[src/rtl/mult_shift_add.sv]
// rtl/mult_shift_add.sv - sequential unsigned shift-and-add multiplier
module mult_shift_add #(
    parameter int N = 4
) (
    input  logic             clk,
    input  logic             rst,
    input  logic             start,
    input  logic [N-1:0]     multiplicand,
    input  logic [N-1:0]     multiplier,
    output logic [2*N-1:0]   product,
    output logic             busy,
    output logic             done
);
    localparam int CW = $clog2(N) + 1;
    localparam logic [CW-1:0] LAST_CNT = CW'(N - 1);

    typedef enum logic [2:0] {
        S_IDLE  = 3'd0,
        S_LOAD  = 3'd1,
        S_TEST  = 3'd2,
        S_ADD   = 3'd3,
        S_SHIFT = 3'd4,
        S_DONE  = 3'd5
    } state_t;

    state_t          state_q, state_d;
    logic [N:0]      a_q, a_d;
    logic [N-1:0]    q_q, q_d;
    logic [N-1:0]    m_q, m_d;
    logic [CW-1:0]   cnt_q, cnt_d;
    logic [2*N-1:0]  product_q, product_d;
    logic [2*N:0]    shifted;

    // {A,Q} shifted right by one with a zero entering the carry bit
    assign shifted = {1'b0, a_q, q_q[N-1:1]};

    always_ff @(posedge clk or posedge rst) begin
        if (rst) begin
            state_q   <= S_IDLE;
            a_q       <= '0;
            q_q       <= '0;
            m_q       <= '0;
            cnt_q     <= '0;
            product_q <= '0;
        end else begin
            state_q   <= state_d;
            a_q       <= a_d;
            q_q       <= q_d;
            m_q       <= m_d;
            cnt_q     <= cnt_d;
            product_q <= product_d;
        end
    end

    always_comb begin
        state_d   = state_q;
        a_d       = a_q;
        q_d       = q_q;
        m_d       = m_q;
        cnt_d     = cnt_q;
        product_d = product_q;
        case (state_q)
            S_IDLE: begin
                if (start) begin
                    m_d     = multiplicand;
                    q_d     = multiplier;
                    a_d     = '0;
                    cnt_d   = '0;
                    state_d = S_LOAD;
                end
            end
            S_LOAD: state_d = S_TEST;
            S_TEST: state_d = q_q[0] ? S_ADD : S_SHIFT;
            S_ADD: begin
                a_d     = {1'b0, a_q[N-1:0]} + {1'b0, m_q};
                state_d = S_SHIFT;
            end
            S_SHIFT: begin
                a_d   = shifted[2*N:N];
                q_d   = shifted[N-1:0];
                cnt_d = cnt_q + CW'(1);
                if (cnt_q == LAST_CNT) begin
                    product_d = shifted[2*N-1:0];
                    state_d   = S_DONE;
                end else begin
                    state_d = S_TEST;
                end
            end
            S_DONE:  state_d = S_IDLE;
            default: state_d = S_IDLE;
        endcase
    end

    always_comb begin
        busy = (state_q != S_IDLE);
        done = (state_q == S_DONE);
    end

    assign product = product_q;

endmodule

[config.mk]
export PLATFORM = sky130hd
export DESIGN_NAME = mult_shift_add
export DESIGN_NICKNAME = d
export VERILOG_FILES = /design/src/rtl/mult_shift_add.sv
export SDC_FILE = /design/constraint.sdc
export NUM_CORES = 1
export LEC_CHECK = 0
export ABC_AREA = 1
export BUFFER_PORTS_ARGS = -buffer_cell sky130_fd_sc_hd__clkbuf_2
export CORE_ASPECT_RATIO = 0.7
export CORE_MARGIN = 2
export CORE_UTILIZATION = 40
export CTS_CLUSTER_DIAMETER = 200
export DETAILED_ROUTE_END_ITERATION = 7
export PLACE_DENSITY = 0.6
export SYNTH_ARGS = -nofsm -noshare
export SYNTH_HDL_FRONTEND = slang
export SYNTH_SLANG_ARGS = --single-unit
export TNS_END_PERCENT = 1
[constraint.sdc]
create_clock -name clk -period 4 [get_ports clk]
set_clock_uncertainty 0.1 [all_clocks]
set_input_delay 0.6 -clock clk [delete_from_list [all_inputs] [get_ports clk]]
set_output_delay 0.6 -clock clk [all_outputs]
set_load 0.05 [all_outputs]
# [Yosys cells after proc, flatten, opt, wreduce, memory -nomap -nowiden]
# Index checks and enable logic that the tools add are counted.
[totals] elab_cells=33 n_memories=0 inputBits=11 register_bits=27 rom_bits=0 out_inout_bits=10 mem_bits_rw=0 latch_bits=0
[op_classes] order_cmp=0 n_mul=0 n_reduce_logical=8 add_sub_neg=2 shift=0 bitwise=0 mux=10 n_eq_ne=7 div=0
[op_table] cell="$pmux W3 S5" n=1
[op_table] cell="$pmux W5 S3" n=1
[op_table] cell="$mux W3" n=4
[op_table] cell="$eq A3 B2 Y1 const B" n=3
[op_table] cell="$pmux W4 S2" n=1
[op_table] cell="$reduce_and A2 Y1" n=4
[op_table] cell="$eq A3 B3 Y1 const B" n=2
[op_table] cell="$pmux W3 S2" n=1
[op_table] cell="$reduce_bool A3 Y1" n=2
[op_table] cell="$add A4 B4 Y5" n=1
[op_table] cell="$mux W5" n=1
[op_table] cell="$mux W4" n=1
[op_table] cell="$add A3 B1 Y3 const B" n=1
[op_table] cell="$eq A3 B1 Y1 const B" n=1
[op_table] cell="$logic_not A3 Y1" n=1
[op_table] cell="$ne A2 B2 Y1 const B" n=1
[op_table] cell="$reduce_bool A2 Y1" n=1

# [Depth between registers and ports, before layout]
# Gate-level depths: netlist of the first run.
[logic_depth] depth_word=3 depth_mapped=7 ltp_nobuf=7

# [Worst setup path before layout of the first run]
# Ideal clock, no wire load.
[synth_timing] path_kind="flip-flop to output port" start="register state_q[2]" end="output done" stages_incl_launch_ff=3 path_slack_ns=2.097 t_required_ns=3.300 t_arrival_ns=1.203 n_path_buf=0 path_cell_list="dfrtp_1 inv_1 nor2_1"
[synth_between] elab_chain_len=1
[synth_rtl] item="start: declaration" line_no="26" source="state_t state_q, state_d;"
[synth_rtl] item="start signal: assignment" line_no="46" source="state_q <= state_d;"
[synth_rtl] item="$eq A3 B3 Y1" line_no="96" source="done = (state_q == S_DONE);"
[synth_rtl] item="end: declaration" line_no="12" source="output logic done"
# Every way passes these cells.

# [Worst setup path in the final report of the first run]
[layout_timing] start="register state_q[2]" end="output busy"
[layout_between] elab_chain_len=1
[layout_rtl] item="$reduce_bool A3 Y1" line_no="95" source="busy = (state_q != S_IDLE);"
[layout_rtl] item="end: declaration" line_no="11" source="output logic busy,"
# Every way passes these cells.

==> results of run 1 <==
final cells by class:
class	count	area, um^2
Tap cell	38	47.5
Clock buffer	4	45.0
Timing Repair Buffer	20	100
Fill cell	305	1660
Sequential cell	27	676
Inverter	21	83.8
Multi-Input combinational cell	106	576
layer usage:
metal | GRT usage [%] | wire, um | vias to the layer above
met3 | 4.62 | 135 | 5
met4 | 5.45 | 38 | 0
met2 | 22.0 | 1060 | 28
li1 | - | - | 546
met5 | 0 | 0 | -
met1 | 21.6 | 1280 | 490
cell usage in the layout (no fill, tap or decap), drive strengths merged:
master   n
nand2   55
dfrtp   27
clkbuf  24
inv     21
nand3   16
o21ai   16
ha       6
nor2     5
a21oi    2
nand3b   1
o22ai    1
nor3     1
a22o     1
o221ai   1
fa       1
cells in the mapped netlist, drive strengths merged:
| library cell | number |
|---|---|
| a21oi | 2 |
| a22o | 1 |
| buf | 2 |
| dfrtp | 27 |
| fa | 1 |
| ha | 6 |
| inv | 21 |
| nand2 | 55 |
| nand3 | 16 |
| nand3b | 1 |
| nor2 | 5 |
| nor3 | 1 |
| o21ai | 16 |
| o221ai | 1 |
| o22ai | 1 |
power groups by stage:
stage | logic, mW | clock network, mW | registers (mW)
6_report | 0.421 | 0.154 | 0.435
3_5_place_dp | 0.426 | 0 | 0.441
5_1_grt | 0.482 | 0.171 | 0.447
2_1_floorplan | 0.312 | 0 | 0.458
3_3_place_gp | 0.412 | 0 | 0.436
4_1_cts | 0.427 | 0.158 | 0.436
cells by family (layout without fill, tap and decap cells):
family	count (synthesis)	after routing	share of synthesized area, %
buf+inv	23	45	7.83
flops	27	27	49.8
simple gates	78	78	25.6
fa+ha+maj	7	7	7.00
compound gates	21	21	9.77
per-stage QoR:
| stage | total power, mW | worst slack, ns | hold slack, ns |
|---|---|---|---|
| 3_5_place_dp | 0.866 | 2.26 | 0.366 |
| 5_1_grt | 1.10 | 1.87 | 0.405 |
| 2_1_floorplan | 0.770 | 2.10 | 0.346 |
| 4_1_cts | 1.02 | 1.92 | 0.388 |
| 3_3_place_gp | 0.848 | 2.30 | 0.356 |
| 6_report | 1.01 | 1.91 | 0.381 |
worst max-delay path by stage:
stage,end,cells after the start,slack [ns]
5_1_grt,busy,3,1.87
6_report,busy,3,1.91
4_1_cts,busy,3,1.92
3_3_place_gp,busy,3,2.30
3_5_place_dp,busy,3,2.26
2_1_floorplan,done,2,2.10
worst reg2reg max path: stages, from the launching register on:
cell	delay, ns
dfrtp_1	0.41
ha_1	0.25
fa_1	0.39
nand2_1	0.10
a21oi_1	0.06
o21ai_0	0.12
o21ai_0	0.09
sequential cells by signal, indices dropped and copies added, names as in the netlist:
signal,flops
m_q,4
state_q,3
product,8
q_q,4
cnt_q,3
a_q,5
==> summary.txt, run 1 <==
Run status
  – Outcome: finished clean

Place
  – Number of buffers inserted by port buffering: 20
  – DP Cell Count: 212
  – Final HPWL DP: 1950 um
  – Placed Area: 1480 um^2
  – GPL Wtd Cong: 0.844

Floorplan
  – Top Ports: 21
  – Die span in x: roughly 74 um
  – Initial core utilization: 42.5%
  – Die H: around 53 um
  – FP Rows: 17
  – Core Box Area: 3190 um^2
  – Die area: between 3000 and 4000 um^2

Critical path
  – Worst Setup SP: state_q[2]
  – Worst-path cell chain: inv_1 > nand2_1 > clkbuf_2
  – CP max stage delay: 0.49 ns
  – Worst setup EP type: output port
  – Top delay family on crit path: flip-flops
  – Worst R2R Start: a_q[0]
  – Reg2Reg Capture Point: a_q[4]
  – Worst Path Required: 3.30 ns
  – Max FO, Critical Path: 5
  – Reg2Reg Depth: 6
  – CP max stage cell: dfrtp_1
  – Crit path launch type: flip-flop
  – Reg-to-reg slack, setup: 2.36 ns
  – Crit Path Category: flip-flop to output port
  – WP data arrival: 1.39 ns
  – WP buf/inv: 2

Worst hold path
  – Worst Hold Class: flip-flop to flip-flop
  – Worst Hold Launch: product[4]
  – Hold path depth: 2
  – Worst hold endpoint: product[4]

Job
  – Max Cap Viol: 0

GRT
  – Vias in the first global route: 961
  – Total track usage: 15.3%
  – Grt ovf: 0
  – Largest net degree at the start of global routing: 28
  – Global-route wire length before repair: 4400 um
  – Initial antenna violation count: 0

Logic synthesis
  – Yosys Warn Count: 0
  – Syn Area/Cell: 8.70 um^2
  – Post-synthesis cell area: about 1400 um^2
  – Syn nets: 174
  – Synth area leader: dfrtp_1
  – Sequential fraction of the synthesis area: between 40% and 50%
  – Yosys reg bits: 27
  – Share of the synthesized area in the top cell type: roughly half
  – Unique cell type count in the Yosys netlist: 20
  – Syn Inst Count: 156
  – Ranking of synthesized cells by area: dfrtp_1 (50%), nand2_1 (15%), nand3_1 (5.9%)

Layout
  – Final Util: 47.9%
  – Ant. Diodes: 0
  – Finished Cell Area: ~1500 um^2
  – Final net count: just under 200
  – Finished Layout Cells: 216
  – Share of cells above drive strength 1: between 10% and 20%
  – Area growth from synthesis to layout: 12.5%

Clock network
  – Clk_lat worst skew: 0.27 ns
  – Root Driver: clkbuf_8
  – Cts bufs inserted: 3
  – Clk sinks: 27
  – Clk buf depth: 2
  – TritonCTS clock tree: yes
  – Resize count post-CTS: 0
  – H-tree depth: 1
  – Clock Pin Slew Worst Setup and Hold Paths: 0.09 ns
  – Post-CTS Setup Bufs: 0
  – Hold_buf cts: 0

Timing
  – Max Freq: 479 MHz
  – Final Max Slew Viols: 0
  – Period utilization: between 50% and 60%
  – Minimum clock period: between 2 and 2.5 ns
  – Worst Tran Pin Value: 0.982 ns
  – Fin Setup TNS: 0 ns
  – Final Setup Violations: 0
  – RSZ-0062 raised after global routing: no
  – Slew Limit Headroom: 34.5%
  – Final Hold Viols: 0

Pwr
  – Sw frac: 43.6%
  – Peak supply drop: 0.000363 V
  – Leakage: about 0.86 nW
  – P_int: 0.569 mW
  – Logic gate share of total power: roughly two fifths
  – Sequential share of power: 43.1%
  – Clock share of power: ~15%
  – PD cells: 661 nW/um^2
  – Switching power: 0.441 mW

Routing
  – Via density: 4.95
  – Drt first-iter violations: 44
  – DR vias: about 1.1k
  – Post-DRT Antenna Nets: 0
  – Wire per inst: 11.6 um
  – Post-Route WL: 2520 um
  – DRC: 0
  – Drt first pass iters: 4
No activity file was read; power rests on OpenSTA's default activity.
==> run 2: changes to the inputs <==
PLACE_DENSITY = 0.62   (was 0.6)
clock period = 1.7 ns   (was 4 ns; I/O delays follow)
==> run 2 against run 1 <==
Effect of this change:
- count of clock-buffer cells in the layout stayed put
- cell count rose by 1.4%
- global-route usage decreased by 0.054 points
- highest routed layer unchanged
- first-iteration DRC count is 2.3% higher
- largest cell class unchanged
- worst hold slack got worse by 0.29 ns
- routed wire length is 0.79% lower
- die area unchanged
- cell area rose by 2.0%
- clock power rose by 130%
- core utilization up 0.98 points
- sequential power up 140%
- via count decreased by 1.7%
==> summary.txt, run 2 (same netlist as run 1, synthesis figures left out) <==
Critical path
  – WP data arrival: 1.26 ns
  – Worst Path Required: 1.34 ns
  – Reg-to-reg slack, setup: 0.13 ns
  – Crit path launch type: flip-flop
  – Reg2Reg Capture Point: a_q[4]
  – Worst setup EP type: output port
  – Reg2Reg Depth: 6
  – Crit Path Category: flip-flop to output port
  – Worst R2R Start: a_q[0]
  – Max FO, Critical Path: 4

Routing
  – DRC: 0
  – Via density: 4.80
  – Drt first pass iters: 4
  – DR vias: approximately 1.1k
  – Post-DRT Antenna Nets: 0
  – Post-Route WL: ~2500 um
  – Drt first-iter violations: 45
  – Wire per inst: 11.4 um

Layout
  – Max FFs per register: 8
  – Ant. Diodes: 0
  – Area growth from synthesis to layout: 14.8%
  – Final net count: 200
  – Commonest cells after routing, fill and taps aside: nand2_1 (53), dfrtp_1 (26), inv_1 (20), clkbuf_2 (19), nand3_1 (16)
  – Commonest non-fill, non-tap cell in the layout: nand2_1
  – Fillers: 325
  – Final Util: 48.9%
  – Finished Cell Area: between 1500 and 2000 um^2
  – Share of cells above drive strength 1: between 20% and 30%

GRT
  – Vias in the first global route: 998
  – Global-route wire length before repair: approximately 4400 um
  – Initial antenna violation count: 0
  – Grt ovf: 0
  – Largest net degree at the start of global routing: 28
  – Total track usage: 15.2%

Timing
  – Final Hold Viols: 0
  – Final Max Slew Viols: 0
  – Slew Limit Headroom: roughly 77%
  – Final Setup Violations: 0
  – RSZ-0062 raised after global routing: no
  – Fin Setup TNS: 0 ns
  – Final worst slack: approximately 0.084 ns
  – Period utilization: 95.1%
  – Worst Tran Pin Value: 0.341 ns
  – Max Freq: 619 MHz
  – Minimum clock period: 1.62 ns

Floorplan
  – Die span in x: roughly 74 um
  – Die H: 52.7 um
  – Initial core utilization: 42.5%
  – Core Box Area: about 3200 um^2
  – FP Rows: 17
  – Top Ports: 21
  – Die area: 3880 um^2

Pwr
  – Peak supply drop: 0.00102 V
  – PD cells: 1530 nW/um^2
  – Overall power: 2.39 mW
  – Leakage: around 0.87 nW

Clock network
  – Clk sinks: 27
  – Root Driver: clkbuf_8
  – Clk_lat worst skew: 0.26 ns
  – H-tree depth: 1
  – TritonCTS clock tree: yes
  – Cts bufs inserted: 3
  – Post-CTS Setup Bufs: 0
  – Clock Pin Slew Worst Setup and Hold Paths: 0.08 ns
  – Clk buf depth: 2

Place
  – Final HPWL DP: 1940 um
  – Placed Area: approximately 1500 um^2
  – Place WS: roughly 0.071 ns
  – GPL Wtd Cong: 0.774
  – Number of buffers inserted by port buffering: 20

Worst hold path
  – Worst Hold Class: input pin to flip-flop
  – Worst hold endpoint: m_q[0]
  – Hold path depth: 3
  – Worst Hold Launch: multiplicand[0]

Job
  – Max Cap Viol: 0

Run status
  – Outcome: finished clean
-- run 2: worst max-delay path by stage --
stage                     startpoint  endpoint  depth (start not counted)
after floorplan           state_q[0]    m_q[1]                          6
after global placement        a_q[0]    a_q[4]                          6
after detailed placement      a_q[0]    a_q[4]                          6
after CTS                 state_q[2]      busy                          3
after global routing      state_q[0]      busy                          3
final                     state_q[0]      busy                          3
-- run 2: final cells by class --
type	count	area (um^2)	share of cell area, %
inverters	21	83.8	5.38
multi-input cells	106	578	37.1
flip-flops and latches	27	677	43.4
clock buffers	4	45.0	2.89
repair buffers	23	128	8.19
well taps	38	47.5	3.05
-- run 2: metal layers --
layer / part of all wire (%) / vias to the layer above / wire length, um / track usage [%]
met4: 0.56 / 0 / 14 / 3.64
met2: 42 / 25 / 1060 / 24.3
met3: 6.3 / 2 / 158 / 4.62
li1: - / 553 / - / -
met5: 0 / - / 0 / 0
met1: 51 / 471 / 1270 / 20.4
-- run 2: power by group --
part / leakage [nW] / internal [mW] / switching [mW]
combinational: 0.493 / 0.342 / 0.670
sequential: 0.356 / 0.847 / 0.179
clock: 0.0228 / 0.168 / 0.182
-- run 2: critical path, stage by stage (launching register included) --
cell and delay (ns):
dfrtp_1 0.44, nor2_4 0.18, nand2_1 0.14, clkbuf_4 0.24
-- run 2: through the flow --
stage / hold WS (ns) / instances
finish: 0.0871 / 219
floorplan: 0.208 / 156
detailed placement: 0.218 / 214
global placement: 0.208 / 214
global route: 0.0891 / 219
CTS: 0.0846 / 219
-- run 2: repair_timing --
item                                    in CTS  in global routing
endpoints found under the hold margin       27                  0
hold buffers                                 1                  0
endpoints found under the setup margin       0                  2
gates resized for setup                      0                  5
==> run 3: changes to the inputs <==
SETUP_SLACK_MARGIN = 0.2   (was not set)
==> run 3 against run 2 <==
Effect of this change:
- flip-flop and latch count stayed put
- count of clock-buffer cells in the layout decreased by 1
- largest cell class unchanged
- cell count rose by 2.7%
- fmax is 5.9% higher
- highest routed layer unchanged
- clock power up 3%
- core utilization is 3.4 points higher
- global-route usage shrank 0.15 points
- power grew 8.8%
- combinational power increased by 18%
- critical path depth up 3
- sequential power about the same
- via count increased by 6.6%
==> summary.txt, run 3 (same netlist as run 1, synthesis figures left out) <==
Critical path
  – WP data arrival: approximately 1.6 ns
  – CP max stage delay: 0.42 ns
  – Worst-path cell chain: ha_4 > fa_2 > nand2_2 > a21oi_2 > o21ai_1 > o21ai_1
  – Crit Path Category: flip-flop to flip-flop
  – Worst R2R Start: a_q[0]
  – Worst Path Required: around 1.8 ns
  – Worst setup EP type: flip-flop
  – CP max stage cell: dfrtp_1
  – Reg2Reg Depth: 6
  – Reg-to-reg slack, setup: 0.17 ns
  – Reg2Reg Capture Point: a_q[4]
  – Crit path launch type: flip-flop
  – Max FO, Critical Path: 2
  – Most common cell on crit path: o21ai_1

Pwr
  – Logic gate share of total power: a little under half
  – Switching power: 1.14 mW
  – Peak supply drop: 0.000836 V
  – Leakage: 0.897 nW
  – Clock share of power: between 10% and 20%
  – Sequential share of power: between 40% and 50%
  – Overall power: 2.60 mW
  – Sw frac: 43.9%
  – PD cells: 1560 nW/um^2
  – P_int: 1.46 mW

Routing
  – Via density: 4.98
  – Drt first pass iters: 4
  – Post-Route WL: 2770 um
  – Drt first-iter violations: 65
  – DRC: 0
  – Post-DRT Antenna Nets: 0
  – DR vias: 1120
  – Wire per inst: 12.3 um

Timing
  – Final Setup Violations: 0
  – Worst Tran Pin Value: ~0.36 ns
  – Minimum clock period: 1.53 ns
  – Slew Limit Headroom: 76.2%
  – Final Max Slew Viols: 0
  – Max Freq: approximately 660 MHz
  – RSZ-0062 raised after global routing: yes
  – Final hold slack: just over 0.08 ns
  – Final worst slack: 0.174 ns
  – Period utilization: 89.8%
  – Fin Setup TNS: 0 ns
  – Final Hold Viols: 0

Clock network
  – Clk_lat worst skew: 0.27 ns
  – Cts bufs inserted: 3
  – Clock Pin Slew Worst Setup and Hold Paths: 0.09 ns
  – H-tree depth: 1
  – Clk sinks: 27
  – Clk buf depth: 2
  – TritonCTS clock tree: yes
  – Root Driver: clkbuf_8

Floorplan
  – Die H: roughly 53 um
  – FP Rows: 17
  – Top Ports: 21
  – Die span in x: 73.6 um
  – Core Box Area: 3190 um^2
  – Initial core utilization: between 40% and 50%
  – Die area: 3880 um^2

Layout
  – Finished Cell Area: approximately 1700 um^2
  – Final net count: 206
  – Share of cells above drive strength 1: 28.3%
  – Commonest non-fill, non-tap cell in the layout: nand2_1
  – Ant. Diodes: 0
  – Area growth from synthesis to layout: 22.9%
  – Commonest cells after routing, fill and taps aside: nand2_1 (50), dfrtp_1 (25), inv_1 (18), clkbuf_2 (18), nand3_1 (16)
  – Max FFs per register: 8

Worst hold path
  – Hold path depth: 3
  – Worst Hold Launch: multiplicand[0]
  – Worst Hold Class: input pin to flip-flop
  – Worst hold endpoint: m_q[0]

GRT
  – Total track usage: 15.1%
  – Grt ovf: 0
  – Initial antenna violation count: 0
  – Vias in the first global route: 1022
  – Largest net degree at the start of global routing: 28
  – Global-route wire length before repair: 4420 um

Place
  – Number of buffers inserted by port buffering: 20
  – Placed Area: 1500 um^2
  – GPL Wtd Cong: between 0.8 and 0.9
  – Final HPWL DP: 2020 um
  – Place WS: between 0.08 and 0.09 ns

Run status
  – Outcome: finished clean

Job
  – Max Cap Viol: 0
-- run 3: how the worst max path moves through the flow --
stage	from	endpoint	slack, ns	cells after the start
finish	a_q[0]	a_q[4]	0.17	6
global route	m_q[0]	a_q[4]	0.09	6
CTS	state_q[1]	done	0.18	4
detailed placement	a_q[0]	a_q[4]	0.09	6
global placement	a_q[0]	a_q[4]	0.12	6
floorplan	state_q[2]	done	0.13	2
-- run 3: repair_timing --
item	CTS	global route
resized for setup	7	16
hold endpoints to repair	27	0
hold buffers	1	0
setup endpoints to repair	4	11
pin swaps	1	4
gates cloned	0	0
setup buffers	2	4
-- run 3: power groups by stage --
stage / registers, mW / logic, mW / clock network (mW)
final: 1.05 / 1.19 / 0.359
after global routing: 1.08 / 1.33 / 0.400
after CTS: 1.02 / 1.08 / 0.371
after detailed placement: 1.03 / 1.02 / 0
after global placement: 1.02 / 0.989 / 0
after floorplan: 1.08 / 0.740 / 0
-- run 3: critical path, delay by kind of cell (launching register included) --
family | cells | cell delay, ns
compound gates | 3 | 0.24
fa+ha+maj | 2 | 0.55
flops | 1 | 0.42
simple gates | 1 | 0.10
-- run 3: per-layer routing --
layer	vias to the layer above	part of all wire [%]	track usage, %
met5	-	0	0
met4	0	0.98	3.94
met3	5	4.4	4.81
met2	24	44	23.1
met1	525	50	20.6
li1	566	-	-
-- run 3: cell type report --
type | instances | area (um^2)
clock inverters | 1 | 5.00
repair buffers | 29 | 186
fillers | 318 | 1520
clock buffers | 3 | 41.3
multi-input cells | 106 | 623
flip-flops and latches | 27 | 678
inverters | 21 | 86.3
well taps | 38 | 47.5
-- run 3: per-stage QoR --
stage                     util, %  std cells
after floorplan                 -        156
after global placement       47.0        214
after detailed placement     47.0        214
after CTS                    49.8        221
after global routing         52.3        225
final                        52.3        225
